<file path="src/rtl/serial_adder_pkg.sv">
// serial_adder_pkg: shared types and constants for the bit-serial adder.
//   state_t      - FSM state encoding (S_IDLE, S_RUN, S_DONE)
//   cnt_width()  - bit counter width, max(1, clog2(width))
//   WIDTH_MIN/MAX - legal operand width range
package serial_adder_pkg;

   localparam int unsigned WIDTH_MIN = 1;
   localparam int unsigned WIDTH_MAX = 64;

   typedef enum logic [1:0] {
      S_IDLE = 2'd0,
      S_RUN  = 2'd1,
      S_DONE = 2'd2
   } state_t;

   // A 1-bit counter is still needed when width is 1 (clog2(1) == 0).
   function automatic int unsigned cnt_width(input int unsigned width);
      return (width > 1) ? $clog2(width) : 1;
   endfunction

endpackage

</file>
<file path="src/rtl/full_adder.sv">
// full_adder: one-bit combinational full-adder cell.
//   A, B, CI - addend bits and carry-in
//   S, CO    - sum bit and carry-out
module full_adder (
   input  logic A,
   input  logic B,
   input  logic CI,
   output logic S,
   output logic CO
);

   assign S  = A ^ B ^ CI;
   assign CO = (A & B) | (A & CI) | (B & CI);

endmodule

</file>
<file path="src/rtl/serial_adder.sv">
// serial_adder: WIDTH-bit adder processed LSB-first, one bit per clock,
// through a single full_adder cell and a carry flop.
//   CLK, RST        - clock, synchronous active-high reset
//   START           - request, sampled only in idle
//   A, B, CI        - operands and carry-in, latched on accepted START
//   SUB             - subtract select (only with SERIAL_ADDER_SUB_EN defined)
//   BUSY            - high while bits are being processed
//   DONE            - one-cycle pulse when S/CO become valid
//   S, CO           - registered result, held until the next completion
// Optional feature macro: SERIAL_ADDER_SUB_EN (adds SUB, two's-complement subtract).
module serial_adder
   import serial_adder_pkg::*;
#(
   parameter int unsigned WIDTH = 8
) (
   input  logic             CLK,
   input  logic             RST,
   input  logic             START,
   input  logic [WIDTH-1:0] A,
   input  logic [WIDTH-1:0] B,
   input  logic             CI,
`ifdef SERIAL_ADDER_SUB_EN
   input  logic             SUB,
`endif
   output logic             BUSY,
   output logic             DONE,
   output logic [WIDTH-1:0] S,
   output logic             CO
);

   localparam int unsigned CW = cnt_width(WIDTH);

   if (WIDTH < WIDTH_MIN || WIDTH > WIDTH_MAX) begin : g_bad_width
      $error("serial_adder: WIDTH out of legal range");
   end

   state_t           state_q, state_d;
   logic [WIDTH-1:0] a_q, a_d;
   logic [WIDTH-1:0] b_q, b_d;
   logic [WIDTH-1:0] sum_q, sum_d;
   logic [WIDTH-1:0] s_q, s_d;
   logic [CW-1:0]    cnt_q, cnt_d;
   logic             carry_q, carry_d;
   logic             co_q, co_d;
   logic             busy_q, busy_d;
   logic             done_q, done_d;
   logic             b_bit;
   logic             fa_s;
   logic             fa_co;
   logic             ci_init;

`ifdef SERIAL_ADDER_SUB_EN
   logic sub_q, sub_d;

   // Subtraction: invert B bits and the initial carry.
   assign b_bit   = b_q[0] ^ sub_q;
   assign ci_init = CI ^ SUB;
`else
   assign b_bit   = b_q[0];
   assign ci_init = CI;
`endif

   full_adder u_full_adder (
      .A  (a_q[0]),
      .B  (b_bit),
      .CI (carry_q),
      .S  (fa_s),
      .CO (fa_co)
   );

   // State and datapath registers.
   always_ff @(posedge CLK) begin
      if (RST) begin
         state_q <= S_IDLE;
         a_q     <= '0;
         b_q     <= '0;
         sum_q   <= '0;
         s_q     <= '0;
         cnt_q   <= '0;
         carry_q <= 1'b0;
         co_q    <= 1'b0;
         busy_q  <= 1'b0;
         done_q  <= 1'b0;
`ifdef SERIAL_ADDER_SUB_EN
         sub_q   <= 1'b0;
`endif
      end else begin
         state_q <= state_d;
         a_q     <= a_d;
         b_q     <= b_d;
         sum_q   <= sum_d;
         s_q     <= s_d;
         cnt_q   <= cnt_d;
         carry_q <= carry_d;
         co_q    <= co_d;
         busy_q  <= busy_d;
         done_q  <= done_d;
`ifdef SERIAL_ADDER_SUB_EN
         sub_q   <= sub_d;
`endif
      end
   end

   // Next-state, datapath and registered-output decode.
   always_comb begin
      state_d = state_q;
      a_d     = a_q;
      b_d     = b_q;
      sum_d   = sum_q;
      s_d     = s_q;
      cnt_d   = cnt_q;
      carry_d = carry_q;
      co_d    = co_q;
`ifdef SERIAL_ADDER_SUB_EN
      sub_d   = sub_q;
`endif

      case (state_q)
         S_IDLE: begin
            if (START) begin
               a_d     = A;
               b_d     = B;
               carry_d = ci_init;
               cnt_d   = '0;
`ifdef SERIAL_ADDER_SUB_EN
               sub_d   = SUB;
`endif
               state_d = S_RUN;
            end
         end
         S_RUN: begin
            // Shift-based forms stay legal for WIDTH == 1.
            sum_d   = (sum_q >> 1) | (WIDTH'(fa_s) << (WIDTH - 1));
            a_d     = a_q >> 1;
            b_d     = b_q >> 1;
            carry_d = fa_co;
            cnt_d   = cnt_q + CW'(1);
            if (cnt_q == CW'(WIDTH - 1)) begin
               s_d     = sum_d;
               co_d    = fa_co;
               state_d = S_DONE;
            end
         end
         S_DONE: begin
            state_d = S_IDLE;
         end
         default: begin
            state_d = S_IDLE;
         end
      endcase

      busy_d = (state_d == S_RUN);
      done_d = (state_d == S_DONE);
   end

   assign BUSY = busy_q;
   assign DONE = done_q;
   assign S    = s_q;
   assign CO   = co_q;

endmodule

</file>
<file path="config.mk">
export PLATFORM = sky130hd
export DESIGN_NAME = serial_adder
export DESIGN_NICKNAME = d
export VERILOG_FILES = /design/src/rtl/serial_adder_pkg.sv /design/src/rtl/full_adder.sv /design/src/rtl/serial_adder.sv
export SDC_FILE = /design/constraint.sdc
export NUM_CORES = 1
export LEC_CHECK = 0
export CORE_MARGIN = 2
export CORE_UTILIZATION = 45
export DETAILED_ROUTE_END_ITERATION = 8
export PLACE_DENSITY = 0.74
export SYNTH_ARGS = -nofsm -noshare
export SYNTH_HDL_FRONTEND = slang
export SYNTH_SLANG_ARGS = --single-unit
</file>
<file path="constraint.sdc">
create_clock -name CLK -period 1.3 [get_ports CLK]
set_input_delay 0.26 -clock CLK [delete_from_list [all_inputs] [get_ports CLK]]
set_output_delay 0.26 -clock CLK [all_outputs]
set_load 0.03 [all_outputs]
</file>
### Word level (Yosys, flattened, before mapping)

Cells that the tools add are included.
W data, S select, Z words.

| word-level totals | value |
|---|---|
| output and inout port bits | 11 |
| word-level logic and storage cells | 39 |
| register bits | 41 |
| bits of input ports | 20 |

| operators by class | value |
|---|---|
| multiplexer cells | 11 |
| reductions and logical operators | 4 |
| bitwise logic cells | 8 |
| $add $sub $neg | 1 |
| equal/unequal tests | 5 |

Operators by type and width:

| cell | number |
|---|---|
| $pmux W8 S2 | 2 |
| $mux W8 | 2 |
| $or A7 B8 Y8 | 1 |
| $pmux W3 S2 | 1 |
| $eq A2 B1 Y1 const B | 2 |
| $mux W2 | 2 |
| $pmux W2 S2 | 1 |
| $reduce_and A2 Y1 | 2 |
| $add A3 B1 Y3 const B | 1 |
| $and A1 B1 Y1 | 3 |
| $eq A3 B3 Y1 const B | 1 |
| $mux W3 | 1 |
| $eq A2 B2 Y1 const B | 1 |
| $logic_not A2 Y1 | 1 |
| $ne A2 B2 Y1 const B | 1 |
| $or A1 B1 Y1 | 2 |
| $pmux W1 S2 | 1 |
| $reduce_bool A2 Y1 | 1 |
| $xor A1 B1 Y1 | 2 |
| $mux W1 | 1 |

### Depth between registers and ports, before layout

Gate-level depths: netlist (run 1).

| logic depth | value |
|---|---|
| depth after elaboration | 4 |
| gate-level depth with buffers | 6 |
| mapped depth without buffers | 5 |

### Hierarchy

From an unflattened synthesis (run 1), not the netlist that was laid out.

| second synthesis, totals | value |
|---|---|
| cells, all modules | 171 |
| area, all modules | 1661.6 µm² |

By module, submodules not included:

| module | cells each | area an instance (µm²) | sequential area each (µm²) | times used |
|---|---|---|---|---|
| serial_adder | 170 | 1641.6 | 800.8 | 1 |
| full_adder | 1 | 20.0 | 0.0 | 1 |

### Worst setup path after synthesis (run 1)

Ideal clock, no wire load.

| timing | value |
|---|---|
| path type | reg-to-reg |
| from | register cnt_q[0] |
| to | register co_q, in the netlist CO |
| arrival time | 1.231 ns |
| path buffers | 1 |
| required time | 1.229 ns |
| slack | -0.002 ns |
| stages on the path, launching flop included | 7 |
| cells stage by stage | dfxtp_1 ha_1 ha_1 nand3b_1 clkbuf_1 nand2_1 a21oi_1 |

| on the way | value |
|---|---|
| longest elaborated chain between the ends | 2 |

Ends and longest elaborated chain:

| item | line | RTL |
|---|---|---|
| start: declaration | serial_adder.sv:42 | `logic [CW-1:0] cnt_q, cnt_d;` |
| start signal: assignment | serial_adder.sv:93 | `cnt_q <= cnt_d;` |
| $eq A3 B3 Y1 | serial_adder.sv:138 | `if (cnt_q == CW'(WIDTH - 1)) begin` |
| $reduce_and A2 Y1 (no line) | -- |  |
| end signal: assignment | serial_adder.sv:95 | `co_q <= co_d;` |
| end: declaration | serial_adder.sv:44 | `logic co_q, co_d;` |

No other way between the ends.
A chain may end at the register's enable or synchronous reset.

### Worst setup path in the final report (run 1)

| timing | value |
|---|---|
| from | register s_q[4], in the netlist S[4] |
| to | output S[4] |

RTL lines:

| item | line | RTL |
|---|---|---|
| start: declaration | serial_adder.sv:41 | `logic [WIDTH-1:0] s_q, s_d;` |
| start signal: assignment | serial_adder.sv:78 | `s_q <= '0;` |
| start signal: assignment | serial_adder.sv:92 | `s_q <= s_d;` |
| end: declaration | serial_adder.sv:27 | `output logic [WIDTH-1:0] S,` |

No word-level cell between the ends.

==> results of run 1 <==
-- power by group through the flow --
stage | Combinational (mW) | Sequential (mW) | Clock [mW]
after global routing | 0.305 | 1.32 | 0.859
after global placement | 0.263 | 1.34 | 0
after detailed placement | 0.274 | 1.34 | 0
final | 0.274 | 1.32 | 0.797
after CTS | 0.276 | 1.32 | 0.814
after floorplan | 0.172 | 1.34 | 0
-- registers in the layout (all words and copies together), names as in the netlist --
signal	cells
BUSY	1
CO	1
DONE	1
S	8
a_q	8
b_q	8
carry_q	1
cnt_q	3
state_q	2
sum_q	7
-- final cells by class --
type                       instances  area, µm²  area share [%]
timing repair buffer              36      374.1           18.38
clock inverter                     2      35.03           1.721
clock buffer                       6      41.29           2.028
sequential                        40      803.3           39.46
tap                               46      57.56           2.827
inverter                           1      3.754          0.1844
multi-input combinational        117      720.7           35.40
-- repair_timing --
| action | CTS | global route |
|---|---|---|
| hold buffers | 0 | 0 |
| endpoints found under the setup margin | 10 | 14 |
| setup buffers | 0 | 0 |
| pin swaps | 0 | 1 |
| gates cloned | 0 | 0 |
| gates resized for setup | 29 | 14 |
-- cell usage in the layout (no fill, tap or decap), drive strengths merged, types with 2 or more instances in the layout --
cell type	count
dfxtp	40
nand2	23
nor2	22
clkdlybuf4s50	19
mux2i	17
a21oi	16
a211oi	15
buf	11
nand3	9
clkbuf	7
clkdlybuf4s15	5
a22oi	4
nand2b	2
nor3	2
ha	2
-- cell families after synthesis --
kind of cell | after synthesis | share of synthesized area [%]
muxes | 17 | 10.67
and+or+nand+nor | 61 | 16.31
buffers and inverters | 15 | 5.569
adders and majority gates | 3 | 2.823
AOI/OAI and AO/OA | 36 | 14.43
DFF | 40 | 50.20
-- metal layers --
metal | global-route usage [%] | share of wire, % | vias up
li1 | - | - | 656
met1 | 21.06 | 41 | 593
met2 | 29.87 | 53 | 19
met3 | 5.357 | 3.4 | 7
met4 | 7.337 | 2.0 | 0
met5 | 0 | 0 | -
-- worst min-delay path by stage --
stage | from | to | slack [ns] | cells past startpoint
6_report | S[3] | S[3] | 0.46 | 2
5_1_grt | S[3] | S[3] | 0.48 | 2
4_1_cts | S[6] | S[6] | 0.47 | 2
3_5_place_dp | S[6] | S[6] | 0.45 | 2
3_3_place_gp | sum_q[1] | sum_q[1] | 0.45 | 2
2_1_floorplan | A[7] | a_q[7] | 0.41 | 2
==> results.cfg, run 1 <==
[power]
finalPower_mw = 2.388
power_switching_mw = 0.5601
p_sw_share_pct = 23.45
p_leak_nw = 0.7919
p_seq_share_pct = 55.1
p_per_area_mw_per_mm2 = 1173
vdd_drop_max_v = 0.0008359
clock_power_share_pct = 33.4
p_int_mw = 1.828
pwr-share-comb_pct = 11.5

[sta]
tightest_slew_ns = 0.3715
fmax_mhz = 789.1
hold_slack_ns = 0.4604
rsz0062_at_grt = false
slew_viol_final = 0
worst_slack_ns = 0.03272
fin_crit_ns = 1.267
fin_tns_setup_ns = 0
finalHoldViolCount = 0
setup_viol = 0
slew_headroom_pct = 75.18
fin_skew_ns = 0.01174
fin_crit_sh_pct = 97.48

[clocking]
cts_buffer_depth = 2
clkTransAtPathRegs_ns = 0.12
cts_sinks = 40
insertion_delay_ns = 0.35
numCtsBuffers = 5
root_buffer = clkbuf_4
cts_tree = done
cts_max_level = 2

[synth]
ys_seq_area_share_pct = 50.20
synth.top_cells.by_count = 40 x dfxtp_1, 23 x nand2_1, 22 x nor2_1
ys_ff_latch = 40
yosys_warnings = 0
async_flop_share_pct = 0
syn_nets = 195
yosysTopAreaCell = dfxtp_1
synth_edf_count = 0
syn_area_mm2 = 0.001595
synth_most_common_cell = dfxtp_1
synth_flop_cell = dfxtp_1
avgSynthCellArea_um2 = 9.275
yosysUniqueCellTypes = 22
yosys-top-cells-area = dfxtp_1 50%, mux2i_1 11%, a211oi_1 7.1%, nand2_1 5.4%, nor2_1 5.2%
syn-instance-count = 172
synth_top_area_share_pct = 50.20

[placed_design]
dpl_cell_area_mm2 = 0.001961
hpwl_um = 2233
dp_slack_ns = -0.2187
gp_congestion = 0.7010
place_inst = 240
portBuffers = 30

[worst_setup_path]
startpoint_type = flip-flop
cp.required_ns = 1.04
cpPeakStageDelay_ns = 0.35
cp_max_fo = 2
crit_buf_inv = 1
startpoint = S[4]
critPathCapture = S[4]
rr_worst_depth = 6
crit_path_top_delay_cell = dfxtp_1
cpLargestDelayFamily = flip-flops
cp_num_cells = 1
r2r_setup_slack_ns = 0.09
critPathArrivalTime_ns = 1.01
worst_setup_path_end_kind = primary output
reg2reg_from = cnt_q[0]
cp_cell_sequence = clkdlybuf4s15_2
critical_path_class = reg2out
crit-reg2reg-capture = S[0]

[layout]
finalInstanceArea_mm2 = 0.002036
synthToLayoutAreaGrowth_pct = 27.61
final_nets = 224
n_antenna_cell = 0
final_cells = 248
fin_util_pct = 60.53
drive_gt1_share_pct = 14.36
n_fill_cell = 309

[detailed_routing]
wl_per_cell_um = 12.77
wl_um = 3166
ant_nets = 0
drtIter0Drc = 70
first_pass_iters = 4
drc_errors = 0
vias = 1275
via_per_inst = 5.141

[die]
die_h_um = 63.54
io_pins = 31
core_area_mm2 = 0.003363
fp.dieW_um = 63.54
start_util_pct = 47.43
dieArea_mm2 = 0.004037
rows = 21

[global_routing]
grt_max_degree = 41
gr-usage-all-layers_pct = 17.79
grt_pass1_wl_um = 5637
antenna_found_initial = 0
overflow = 0
grt_pass1_vias = 1231

[run_status]
outcome = complete, no violations

[worst_hold_path]
hold_path.class = reg2reg

[job]
maxCapViolCount = 0
(Power assumes the default switching activity.)
==> run 2: changes to the inputs <==
PLACE_DENSITY = 0.73   (was 0.74)
SYNTH_HIERARCHICAL = 1   (was default)
==> results.cfg, run 2 <==
[detailed_routing]
first_pass_iters = 4
wl_per_cell_um = 12.89
wl_um = 3325
drtIter0Drc = 61
ant_nets = 0
vias = 1309
via_per_inst = 5.074
drc_errors = 0

[global_routing]
grt_pass1_wl_um = 5395
overflow = 0
gr-usage-all-layers_pct = 16.95
grt_max_degree = 41
grt_pass1_vias = 1255
antenna_found_initial = 0

[sta]
setup_viol = 0
tightest_slew_ns = 0.3532
fin_skew_ns = 0.005363
slew_viol_final = 0
fin_tns_setup_ns = 0
fin_crit_ns = 1.268
fin_crit_sh_pct = 97.54
slew_headroom_pct = 76.40
finalHoldViolCount = 0
fmax_mhz = 788.6

[clocking]
cts_tree = done
cts_buffer_depth = 2
insertion_delay_ns = 0.30
numCtsBuffers = 5
cts_sinks = 40
ctsHoldBuffers = 0
root_buffer = clkbuf_8
cts_max_level = 2
clkTransAtPathRegs_ns = 0.08

[synth]
ys_ff_latch = 40
yosysTopAreaCell = dfxtp_1
synth_top_area_share_pct = 48.19
syn-instance-count = 171
ys_seq_area_share_pct = 48.19
synth_flop_cell = dfxtp_1
synth_most_common_cell = dfxtp_1
synth_edf_count = 0
syn_nets = 194
synth.top_cells.by_count = 40 x dfxtp_1, 32 x nand2_1, 22 x nor2_1
avgSynthCellArea_um2 = 9.717
yosys_warnings = 6
yosys-top-cells-area = dfxtp_1 48%, a211oi_2 11%, mux2i_1 9.6%, nand2_1 7.2%, nor2_1 5.0%
yosysUniqueCellTypes = 24
async_flop_share_pct = 0
syn_area_mm2 = 0.001662

[placed_design]
hpwl_um = 2215
portBuffers = 30
gp_congestion = 0.7267

[layout]
synthToLayoutAreaGrowth_pct = 31.48
final_nets = 232
n_antenna_cell = 0
drive_gt1_share_pct = 23.33
final_cell_mix = 39 x dfxtp_1, 32 x nand2_1, 22 x nor2_1
layout_commonest_cell = dfxtp_1

[worst_setup_path]
reg2reg_from = cnt_q[0]
crit-reg2reg-capture = S[2]
crit_path_top_delay_cell = clkdlybuf4s15_1
worst_setup_path_end_kind = primary output
rr_worst_depth = 6
cpLargestDelayFamily = buffers and inverters
cp.required_ns = 1.04
cp_max_fo = 2
crit_buf_inv = 1
startpoint = S[1]
critical_path_class = reg2out
critPathArrivalTime_ns = 1.01
startpoint_type = flip-flop
r2r_setup_slack_ns = 0.08
cpPeakStageDelay_ns = 0.38
cp_cell_sequence = clkdlybuf4s15_1

[power]
p_seq_share_pct = 49.4
vdd_drop_max_v = 0.0005696
power_switching_mw = 0.6416
p_sw_share_pct = 24.02
pwr-share-comb_pct = 12.6
p_per_area_mw_per_mm2 = 1223
p_leak_nw = 0.8312
p_int_mw = 2.030
finalPower_mw = 2.672
clock_power_share_pct = 38.0

[die]
rows = 22
fp.dieW_um = 64.77
start_util_pct = 46.08
dieArea_mm2 = 0.004195
io_pins = 31
core_area_mm2 = 0.003606
die_h_um = 64.77

[worst_hold_path]
hold_path.class = reg2reg
hold-path-endpoint = S[5]
hold_depth = 2
hp-start = S[5]

[job]
maxCapViolCount = 0

[run_status]
outcome = complete, no violations
[run 2: worst register-to-register path, stage by stage (launching register included)]
cell and delay, ns:
dfxtp_1 0.32, ha_2 0.19, ha_4 0.17, nand3b_1 0.13, buf_12 0.14, nand2_1 0.06, a21oi_1 0.15
[run 2: cells by family after synthesis]
| kind of cell | count (synthesis) | share of synthesized area [%] |
|---|---|---|
| muxes | 16 | 9.638 |
| adders and majority gates | 3 | 2.711 |
| buffers and inverters | 13 | 4.669 |
| AOI/OAI and AO/OA | 38 | 19.81 |
| and+or+nand+nor | 61 | 14.99 |
| DFF | 40 | 48.19 |
[run 2: through the flow]
stage / instances / instance area (µm²) / hold slack [ns] / util, % / setup WS [ns]
after floorplan: 171 / 1662 / 0.4083 / - / 0.05904
after global placement: 248 / 2068 / 0.4424 / 57.36 / -0.1044
after detailed placement: 248 / 2068 / 0.4494 / 57.36 / -0.1861
after CTS: 256 / 2175 / 0.4582 / 60.31 / 0.0002323
after global routing: 258 / 2185 / 0.4818 / 60.58 / -0.01255
final: 258 / 2185 / 0.4583 / 60.58 / 0.03194
[run 2: final cells by class]
type                            count  area (µm²)
Clock buffer                        5       68.82
Clock inverter                      3       42.54
Fill cell                         309        1421
Inverter                            1       3.754
Multi-Input combinational cell    119       814.5
Sequential cell                    40       802.0
Tap cell                           48       60.06
Timing Repair Buffer               42       392.9
[run 2: worst max-delay path by stage]
stage / end / slack [ns] / cells past startpoint
finish: S[1] / 0.03 / 1
global route: b_q[3] / -0.01 / 4
CTS: S[7] / 0.0002 / 1
detailed placement: cnt_q[2] / -0.19 / 5
global placement: b_q[4] / -0.10 / 5
floorplan: S[4] / 0.06 / 6
[run 2: routing by layer]
metal  up-vias  routed length [µm]  GRT usage (%)
met1       609                1535          19.80
met5         -                   0              0
met3         5                 165          5.556
li1        668                   -              -
met2        27                1576          28.22
met4         0                  48          7.447
[run 2: power groups by stage]
stage	Sequential, mW	Combinational (mW)	Clock, mW
finish	1.32	0.337	1.02
global route	1.33	0.368	1.09
CTS	1.32	0.338	1.04
detailed placement	1.35	0.337	0
global placement	1.34	0.326	0
floorplan	1.34	0.215	0
[run 2: repair_timing]
item	CTS	global route
cloned	0	1
endpoints found under the setup margin	20	34
gates resized for setup	18	18
buffers inserted	0	1
==> run 3: changes to the inputs <==
PLACE_DENSITY = 0.72   (was 0.73)
==> results.cfg, run 3 (synthesis gave the netlist of run 2 again) <==
[die]
rows = 22
dieArea_mm2 = 0.004195
core_area_mm2 = 0.003606
start_util_pct = 46.08
fp.dieW_um = 64.77
die_h_um = 64.77
io_pins = 31

[clocking]
root_buffer = clkbuf_8
cts_tree = done
clkTransAtPathRegs_ns = 0.08
cts_sinks = 40
numCtsBuffers = 5
insertion_delay_ns = 0.28
cts_max_level = 2
cts_buffer_depth = 2

[worst_setup_path]
worst_setup_path_end_kind = primary output
crit-reg2reg-capture = S[7]
crit_path_top_delay_cell = dlygate4sd2_1
r2r_setup_slack_ns = 0.06
cp.required_ns = 1.04
rr_worst_depth = 6
crit_buf_inv = 1
cpLargestDelayFamily = buffers and inverters
reg2reg_from = cnt_q[0]
critical_path_class = reg2out
cp_max_fo = 2
critPathArrivalTime_ns = 1.00
cpPeakStageDelay_ns = 0.39
startpoint_type = flip-flop
cp_cell_sequence = dlygate4sd2_1

[layout]
n_antenna_cell = 0
final_cell_mix = 37 x dfxtp_1, 32 x nand2_1, 22 x nor2_1
synthToLayoutAreaGrowth_pct = 31.25
n_fill_cell = 322
layout_commonest_cell = dfxtp_1
final_cells = 255
final_nets = 229
drive_gt1_share_pct = 21.26

[detailed_routing]
wl_per_cell_um = 12.48
drtIter0Drc = 78
ant_nets = 0
drc_errors = 0
via_per_inst = 5.129
wl_um = 3182
vias = 1308
first_pass_iters = 4

[worst_hold_path]
hold-path-endpoint = S[3]
hold_depth = 2
hp-start = S[3]
hold_path.class = reg2reg

[global_routing]
antenna_found_initial = 0
grt_pass1_wl_um = 5354
overflow = 0
gr-usage-all-layers_pct = 16.70
grt_pass1_vias = 1261
grt_max_degree = 41

[sta]
fin_skew_ns = 0.004480
fin_tns_setup_ns = 0
rsz0062_at_grt = true
slew_viol_final = 0
fmax_mhz = 792.7
finalHoldViolCount = 0
slew_headroom_pct = 79.98
fin_crit_ns = 1.262
tightest_slew_ns = 0.3015
setup_viol = 0
fin_crit_sh_pct = 97.04

[power]
p_leak_nw = 0.8346
p_per_area_mw_per_mm2 = 1205
vdd_drop_max_v = 0.0005484

[placed_design]
hpwl_um = 2248
gp_congestion = 0.7531
portBuffers = 30
place_inst = 245

[run_status]
outcome = complete, no violations

[job]
maxCapViolCount = 0
-- run 3: cell count changes in the layout (fill, tap and decap cells not counted), sizes merged --
cell and change:
clkbuf -2, buf -3, dlygate4sd2 +2, clkinvlp -1, clkdlybuf4s15 +1
-- run 3: what timing repair did --
item,CTS,global route
setup endpoints to repair,28,18
gates resized for setup,14,19
setup buffers,0,1
hold buffers,0,0
cloned,0,1
-- run 3: worst max path at each step --
| stage | startpoint | end | slack (ns) | cells after the start |
|---|---|---|---|---|
| finish | S[4] | S[4] | 0.04 | 1 |
| global route | cnt_q[0] | S[4] | -0.03 | 6 |
| CTS | S[7] | S[7] | 0.00009 | 1 |
| detailed placement | START | a_q[4] | -0.18 | 5 |
| global placement | START | a_q[5] | -0.15 | 5 |
| floorplan | cnt_q[0] | S[4] | 0.06 | 6 |
-- run 3: worst register-to-register path, cell delays in order, from the launching register on --
cell,delay (ns)
dfxtp_2,0.32
ha_1,0.19
ha_2,0.19
nand3b_1,0.13
buf_12,0.14
nand2_1,0.07
a21oi_2,0.14
-- run 3: metrics by stage --
stage	utilization [%]	instance area (µm²)	power [mW]	hold WS, ns	setup slack (ns)
floorplan	-	1662	1.557	0.4083	0.05904
global placement	57.08	2058	1.667	0.4440	-0.1467
detailed placement	57.08	2058	1.685	0.4564	-0.1805
CTS	59.82	2157	2.656	0.4658	0.00009048
global route	60.48	2181	2.769	0.4756	-0.03064
finish	60.48	2181	2.627	0.4627	0.03842
-- run 3: area by class of cell --
class | instances | area (µm²) | share of cell area, %
multi-input combinational | 119 | 805.8 | 36.95
inverter | 1 | 3.754 | 0.1721
timing repair buffer | 39 | 399.1 | 18.30
sequential | 40 | 804.5 | 36.89
tap | 48 | 60.06 | 2.754
clock buffer | 6 | 72.57 | 3.328
clock inverter | 2 | 35.03 | 1.606
-- run 3: metal layers --
metal / track usage, % / up-vias / part of all wire [%]
li1: - / 657 / -
met1: 17.31 / 619 / 42
met2: 31.83 / 28 / 53
met3: 4.167 / 4 / 4.2
met4: 6.383 / 0 / 0.75
met5: 0 / - / 0
-- run 3: power breakdown --
group	internal (mW)	switching [mW]
clock	0.569	0.401
sequential	1.28	0.0371
combinational	0.178	0.158
total	2.03	0.596
